===== config.mk =====
export PLATFORM = sky130hd
export DESIGN_NAME = ps2_scancode_rx
export DESIGN_NICKNAME = d
export VERILOG_FILES = /design/src/rtl/ps2_scancode_rx.sv
export SDC_FILE = /design/constraint.sdc
export NUM_CORES = 1
export LEC_CHECK = 0
export BUFFER_PORTS_ARGS = -buffer_cell sky130_fd_sc_hd__buf_2
export CORE_ASPECT_RATIO = 2
export CORE_MARGIN = 5
export CORE_UTILIZATION = 35
export DETAILED_ROUTE_END_ITERATION = 10
export GPL_ROUTABILITY_DRIVEN = 0
export HOLD_SLACK_MARGIN = 0.03
export SYNTH_ARGS = -nofsm -noshare
export SYNTH_HDL_FRONTEND = slang
export SYNTH_SLANG_ARGS = --single-unit

===== constraint.sdc =====
create_clock -name clk -period 4.4 [get_ports clk]
set_input_delay 0.44 -clock clk [delete_from_list [all_inputs] [get_ports clk]]
set_output_delay 0.44 -clock clk [all_outputs]
set_load 0.005 [all_outputs]

===== src/rtl/ps2_scancode_rx.sv =====
// PS/2 keyboard receiver: synchronises and deglitches the PS/2 lines, deframes
// 11-bit frames and folds F0/E0 prefixes into a held scan code plus make/break and extended flags.
module ps2_scancode_rx #(
    parameter int FILT_LEN       = 4,
    parameter int TIMEOUT_CYCLES = 100000
) (
    input  logic       clk,
    input  logic       rst,
    input  logic       ps2_clk,
    input  logic       ps2_data,
    output logic [7:0] code,
    output logic       state,
    output logic       extended,
    output logic       code_valid,
    output logic       frame_err,
    output logic [1:0] dbg_fsm
);

    localparam int FW = $clog2(FILT_LEN + 1);
    localparam int TW = $clog2(TIMEOUT_CYCLES + 1);
    localparam logic [FW-1:0] FILT_LAST = FW'(FILT_LEN - 1);
    localparam logic [TW-1:0] TMO_LAST  = TW'(TIMEOUT_CYCLES - 1);

    typedef enum logic [1:0] {
        S_IDLE   = 2'd0,
        S_DATA   = 2'd1,
        S_PARITY = 2'd2,
        S_STOP   = 2'd3
    } fsm_t;

    // Handshake: code_valid and frame_err are single-cycle strobes with no ready;
    // code/state/extended are valid in the code_valid cycle and held afterwards.

    logic          clk_s1_q, clk_s2_q, dat_s1_q, dat_s2_q;
    logic          filt_q, filt_d;
    logic [FW-1:0] fcnt_q, fcnt_d;
    fsm_t          fsm_q, fsm_d;
    logic [2:0]    bit_cnt_q, bit_cnt_d;
    logic [7:0]    shift_q, shift_d;
    logic          par_q, par_d;
    logic [TW-1:0] tmo_q, tmo_d;
    logic          brk_pend_q, brk_pend_d;
    logic          ext_pend_q, ext_pend_d;
    logic [7:0]    code_q, code_d;
    logic          make_q, make_d;
    logic          ext_q, ext_d;
    logic          valid_q, valid_d;
    logic          err_q, err_d;
    logic          fall;

    // Idle PS/2 lines are high, so the synchronisers reset to 1 as well.
    always_ff @(posedge clk) begin
        if (rst) begin
            clk_s1_q <= 1'b1;
            clk_s2_q <= 1'b1;
            dat_s1_q <= 1'b1;
            dat_s2_q <= 1'b1;
        end else begin
            clk_s1_q <= ps2_clk;
            clk_s2_q <= clk_s1_q;
            dat_s1_q <= ps2_data;
            dat_s2_q <= dat_s1_q;
        end
    end

    always_ff @(posedge clk) begin
        if (rst) begin
            filt_q     <= 1'b1;
            fcnt_q     <= '0;
            fsm_q      <= S_IDLE;
            bit_cnt_q  <= '0;
            shift_q    <= '0;
            par_q      <= 1'b0;
            tmo_q      <= '0;
            brk_pend_q <= 1'b0;
            ext_pend_q <= 1'b0;
            code_q     <= '0;
            make_q     <= 1'b0;
            ext_q      <= 1'b0;
            valid_q    <= 1'b0;
            err_q      <= 1'b0;
        end else begin
            filt_q     <= filt_d;
            fcnt_q     <= fcnt_d;
            fsm_q      <= fsm_d;
            bit_cnt_q  <= bit_cnt_d;
            shift_q    <= shift_d;
            par_q      <= par_d;
            tmo_q      <= tmo_d;
            brk_pend_q <= brk_pend_d;
            ext_pend_q <= ext_pend_d;
            code_q     <= code_d;
            make_q     <= make_d;
            ext_q      <= ext_d;
            valid_q    <= valid_d;
            err_q      <= err_d;
        end
    end

    // fall is asserted in the cycle the filter accepts a 1->0 change.
    assign fall = filt_q && !clk_s2_q && (fcnt_q == FILT_LAST);

    always_comb begin
        filt_d     = filt_q;
        fcnt_d     = '0;
        fsm_d      = fsm_q;
        bit_cnt_d  = bit_cnt_q;
        shift_d    = shift_q;
        par_d      = par_q;
        tmo_d      = tmo_q;
        brk_pend_d = brk_pend_q;
        ext_pend_d = ext_pend_q;
        code_d     = code_q;
        make_d     = make_q;
        ext_d      = ext_q;
        valid_d    = 1'b0;
        err_d      = 1'b0;

        if (clk_s2_q != filt_q) begin
            if (fcnt_q == FILT_LAST) begin
                filt_d = clk_s2_q;
            end else begin
                fcnt_d = fcnt_q + FW'(1);
            end
        end

        if (fsm_q == S_IDLE || fall) begin
            tmo_d = '0;
        end else if (tmo_q == TMO_LAST) begin
            tmo_d = '0;
            fsm_d = S_IDLE;
            err_d = 1'b1;
        end else begin
            tmo_d = tmo_q + TW'(1);
        end

        if (fall) begin
            case (fsm_q)
                S_IDLE: begin
                    if (!dat_s2_q) begin
                        fsm_d     = S_DATA;
                        bit_cnt_d = '0;
                    end
                end
                S_DATA: begin
                    shift_d   = {dat_s2_q, shift_q[7:1]};
                    bit_cnt_d = bit_cnt_q + 3'd1;
                    if (bit_cnt_q == 3'd7) begin
                        fsm_d = S_PARITY;
                    end
                end
                S_PARITY: begin
                    par_d = dat_s2_q;
                    fsm_d = S_STOP;
                end
                S_STOP: begin
                    fsm_d = S_IDLE;
                    if (dat_s2_q && (^shift_q ^ par_q)) begin
                        if (shift_q == 8'hF0) begin
                            brk_pend_d = 1'b1;
                        end else if (shift_q == 8'hE0) begin
                            ext_pend_d = 1'b1;
                        end else begin
                            code_d     = shift_q;
                            make_d     = !brk_pend_q;
                            ext_d      = ext_pend_q;
                            valid_d    = 1'b1;
                            brk_pend_d = 1'b0;
                            ext_pend_d = 1'b0;
                        end
                    end else begin
                        err_d      = 1'b1;
                        brk_pend_d = 1'b0;
                        ext_pend_d = 1'b0;
                    end
                end
                default: fsm_d = S_IDLE;
            endcase
        end
    end

    assign code       = code_q;
    assign state      = make_q;
    assign extended   = ext_q;
    assign code_valid = valid_q;
    assign frame_err  = err_q;
    assign dbg_fsm    = fsm_q;

endmodule

### After elaboration in Yosys (flattened, before gate mapping)

Cells that the tools add are included.

* bits in registers: 53
* output and inout bits: 14
* logic and storage cells: 79

* add/sub/neg operators: 3
* equality and inequality tests: 12
* mux-type cells: 20
* bitwise logic cells: 7
* reduce and logical (&&, ||, !) cells: 19

Operators with widths (number)
* $add A17 B1 Y17 const B: 1
* $eq A17 B17 Y1 const B: 1
* $eq A8 B8 Y1 const B: 2
* $mux W1: 12
* $mux W2: 5
* $reduce_and A3 Y1: 3
* $pmux W2 S4: 1
* $reduce_xor A8 Y1: 1
* $add A3 B1 Y3 const B: 2
* $not A1 Y1: 6
* $pmux W3 S2: 1
* $reduce_and A2 Y1: 3
* $reduce_or A3 Y1: 2
* $reduce_and A5 Y1: 1
* $reduce_or A5 Y1: 1
* $eq A2 B2 Y1 const B: 2
* $ne A2 B2 Y1 const B: 2
* $eq A3 B2 Y1 const B: 1
* $eq A3 B3 Y1 const B: 1
* $logic_and A1 B1 Y1: 3
* $mux W3: 1
* $ne A3 B3 Y1 const B: 1
* $eq A2 B1 Y1 const B: 1
* $logic_not A1 Y1: 2
* 5 further kinds: 5

### Depth between registers and ports, before layout

* depth after elaboration: 8
* gate-level depth with buffers: 8
* mapped depth without buffers: 6

### Worst setup path before layout

OpenSTA, ideal clock, no wires.

* kind: reg2reg
* from: register shift_q[4]
* to: register valid_q, in the netlist code_valid
* setup time: 0.115 ns
* arrival time: 1.759 ns
* required time: 4.285 ns
* path slack: 2.526 ns
* stages on the path, launching flop included: 8
* cell sequence: dfxtp_1 -> inv_1 -> ha_1 -> xnor2_1 -> xnor3_2 -> and3_4 -> buf_6 -> and2_1

* cells in the longest elaborated chain, start to end: 5

Ends and longest elaborated chain
* start: declaration: RTL line 39 `logic [7:0] shift_q, shift_d;`
* start signal: assignment: RTL line 87 `shift_q <= shift_d;`
* $reduce_xor A8 Y1: RTL line 158 `if (dat_s2_q && (^shift_q ^ par_q)) begin`
* $xor A1 B1 Y1: RTL line 158
* $logic_and A1 B1 Y1: RTL line 158
* $not A1 Y1 (no line)
* $reduce_or A5 Y1 (no line)
* end signal: assignment: RTL line 95 `valid_q <= valid_d;`
* end: declaration: RTL line 47 `logic valid_q, valid_d;`

Parallel ways exist; a longest one is shown, timed or not.
A chain may end at the register's enable or synchronous reset.

### Worst setup path after layout

* from: register shift_q[4]
* to: register brk_pend_q

* cells in the longest elaborated chain, start to end: 5

Ends and longest elaborated chain
* $reduce_xor A8 Y1: RTL line 158
* $xor A1 B1 Y1: RTL line 158
* $logic_and A1 B1 Y1: RTL line 158
* $ne A3 B3 Y1 (no line)
* $reduce_and A3 Y1 (no line)
* end signal: assignment: RTL line 90 `brk_pend_q <= brk_pend_d;`
* end: declaration: RTL line 42 `logic brk_pend_q, brk_pend_d;`

Parallel ways exist; a longest one is shown, timed or not.

==> impl_metrics.env <==
export IMPL_status="finished, final reports clean"
export IMPL_htree_levels=2
export IMPL_tightest_slew_ns=0.676
export IMPL_relSlewSlack=0.549
export IMPL_cts_buffer_depth=2
export IMPL_synth_edf_count=0
export IMPL_clock_latency_ns=0.29
export IMPL_regArea_um2=1060
export IMPL_hold_end="dat_s1_q$_SDFF_PP1_"
export IMPL_dr_first_iter_drc_count=92
export IMPL_start_kind="register"
export IMPL_via_per_inst=4.84
export IMPL_postRouteAntennaNets=0
export IMPL_cts_clk_slew_worst_paths_ns=0.07
export IMPL_synth_cells=254
export IMPL_antenna_diode_count=0
export IMPL_final_common_cell="dfxtp_1"
export IMPL_drt_total_wl_um=4340
export IMPL_synthArstFlopShare=0
export IMPL_initial_core_util=0.361
export IMPL_ios=18
export IMPL_vdd_ir_drop_max_mv=0.176
export IMPL_fin_skew_ns=0.00963
export IMPL_dpl_instance_area_um2=2430
export IMPL_die_area_um2=8390
export IMPL_reg2reg_slack_ns=2.41
export IMPL_hp_class="primary input to register"
export IMPL_yosysWarnings=0
export IMPL_dp_slack_ns=2.39
export IMPL_synthFlopType="dfxtp_1"
export IMPL_min_from="ps2_data"
export IMPL_dieHeight_um=125
export IMPL_finalSetupViolations=0
export IMPL_first_global_vias=1738
export IMPL_ctsHoldBuffers=0
export IMPL_cp_num_buf_inv=1
export IMPL_cts_buffers=5
export IMPL_fmax_mhz=503
export IMPL_synth_fp_nets=269
export IMPL_hold_path_cell_count=2
export IMPL_cts_resized=0
export IMPL_rows=41
export IMPL_core_area_um2=6360
export IMPL_dp_hpwl_um=3240
export IMPL_rsz0062_at_grt="false"
export IMPL_final_instance_count_excl_fill=353
export IMPL_wl_per_cell_um=12.3
export IMPL_drc_errors=0
export IMPL_die_width_um=67.3
export IMPL_slowest_delay_ns=0.43
export IMPL_setup_tns_ns=0
export IMPL_finalHoldViolations=0
export IMPL_cp_top_family="XOR/XNOR gates"
export IMPL_most_common_layout_cells="dfxtp_1, nand2_1, nor2_1"
export IMPL_grt_antenna_before_repair=0
export IMPL_grt_pass1_wl_um=7510
export IMPL_port_buffers=17
export IMPL_max_cap_viol_count=0
export IMPL_required_ns=4.58
export IMPL_min_period_ns=1.99
export IMPL_layout_setup_ws_ns=2.41
export IMPL_crit_path_end_kind="register"
export IMPL_dp_cells=345
export IMPL_powerDensity_nw_per_um2=340
export IMPL_avgSynthCellArea_um2=9.05
export IMPL_cts_setup_buffers=0
export IMPL_fin_util=0.404
export IMPL_p_leak_nw=0.946
export IMPL_area_growth_pct=11.9
export IMPL_slowest_stage="xnor3_2"
export IMPL_ys_ff_latch=53
export IMPL_postLayoutCellArea_um2=2570
export IMPL_critPathMaxFanout=6
export IMPL_multi_input_area_um2=1140
export IMPL_path_cells="inv_1, ha_1, xnor2_1, xnor3_2, and3_1, o221a_2"
export IMPL_finalCritPeriodShare=0.452
export IMPL_r2r_start="shift_q[4]$_SDFFE_PP0P_"
export IMPL_cts_root_buf="clkbuf_16"
export IMPL_grt_max_degree=26
export IMPL_seq_area_frac_synth=0.462
export IMPL_grt_overflow=0
export IMPL_slew_viol_final=0
export IMPL_num_vias=1708
export IMPL_grt_usage=0.113
export IMPL_layout_nets=281
export IMPL_fillers=690
export IMPL_arrival_ns=2.17
export IMPL_synth_area_top_cells="dfxtp_1, nand2_1, ha_1"
export IMPL_cts_tree="done"
export IMPL_cts_sinks=53
export IMPL_synth_cell_types=39
export IMPL_power_mw=0.873
export IMPL_reg2reg_to="brk_pend_q$_SDFFE_PP0P_"
export IMPL_synth_top_cell_area_share=0.462
export IMPL_yosysTopAreaCell="dfxtp_1"
export IMPL_drive_gt1_frac=0.120
export IMPL_syn_area_um2=2300
export IMPL_hold_ws_ns=0.332
export IMPL_reg2reg_depth=6
export IMPL_drt_pass1_iter_count=4
export IMPL_critical_path_class="register to register"
[per-layer routing]
| layer | vias to the layer above | GRT usage | part of all wire |
|---|---|---|---|
| met5 | - | 0 | 0 |
| met4 | 0 | 0.0431 | 0.016 |
| met2 | 27 | 0.215 | 0.57 |
| met3 | 5 | 0.0217 | 0.029 |
| li1 | 892 | - | - |
| met1 | 784 | 0.112 | 0.38 |
[worst reg2reg max path, stage by stage, from the launching register on]
cell     delay (ns)
dfxtp_1        0.39
inv_1          0.06
ha_1           0.30
xnor2_1        0.22
xnor3_2        0.43
and3_1         0.22
o221a_2        0.26
[cell families (layout without fill, tap and decap cells)]
kind of cell	after synthesis	in the layout	share of synthesized area
and+or+nand+nor	109	109	0.234
DFF	53	53	0.462
AOI/OAI and AO/OA	34	34	0.0953
buffers and inverters	22	35	0.0425
xor gates and xnor gates	16	16	0.0675
adders and majority gates	11	11	0.0599
muxes	9	9	0.0392
[area by class of cell]
| cell class | count | share of cell area |
|---|---|---|
| clock buffer | 7 | 0.0516 |
| clock inverter | 1 | 0.00292 |
| inverter | 10 | 0.0146 |
| multi-input combinational | 179 | 0.443 |
| sequential | 53 | 0.413 |
| tap | 86 | 0.0418 |
| timing repair buffer | 17 | 0.0331 |
[worst max path at each step]
stage,from,end,slack (ns),cells after the start
final,shift_q[4]$_SDFFE_PP0P_,brk_pend_q$_SDFFE_PP0P_,2.41,6
after global routing,fcnt_q[0]$_SDFF_PP0_,code[7]$_SDFFE_PP0P_,2.18,6
after CTS,tmo_q[0]$_SDFF_PP0_,tmo_q[14]$_SDFF_PP0_,2.39,5
after detailed placement,fcnt_q[0]$_SDFF_PP0_,code[5]$_SDFFE_PP0P_,2.39,6
after global placement,shift_q[4]$_SDFFE_PP0P_,ext_pend_q$_SDFFE_PP0P_,2.42,6
after floorplan,shift_q[4]$_SDFFE_PP0P_,code_valid$_SDFF_PP0_,2.53,7
[power by group]
part | total (mW) | internal (mW) | switching [mW]
Sequential | 0.483 | 0.481 | 0.00109
Combinational | 0.0113 | 0.00311 | 0.00816
Clock | 0.379 | 0.212 | 0.168
[synth_stat cells (4+ instances only)]
cell / n
inv_1: 10
o21ai_0: 4
clkbuf_1: 7
or2_2: 4
xor2_1: 12
nand2_1: 42
nand4_1: 8
ha_1: 11
nand3_1: 8
dfxtp_1: 53
nor2_1: 23
a21oi_1: 15
and2_1: 4
mux2i_1: 9
and4_1: 4
[flip-flops by register name (all words and copies together), names as in the netlist, 2 cells and up]
signal and cells:
dbg_fsm 2, shift_q 8, tmo_q 17, fcnt_q 3, code 8, bit_cnt_q 3
(Power assumes the default switching activity.)
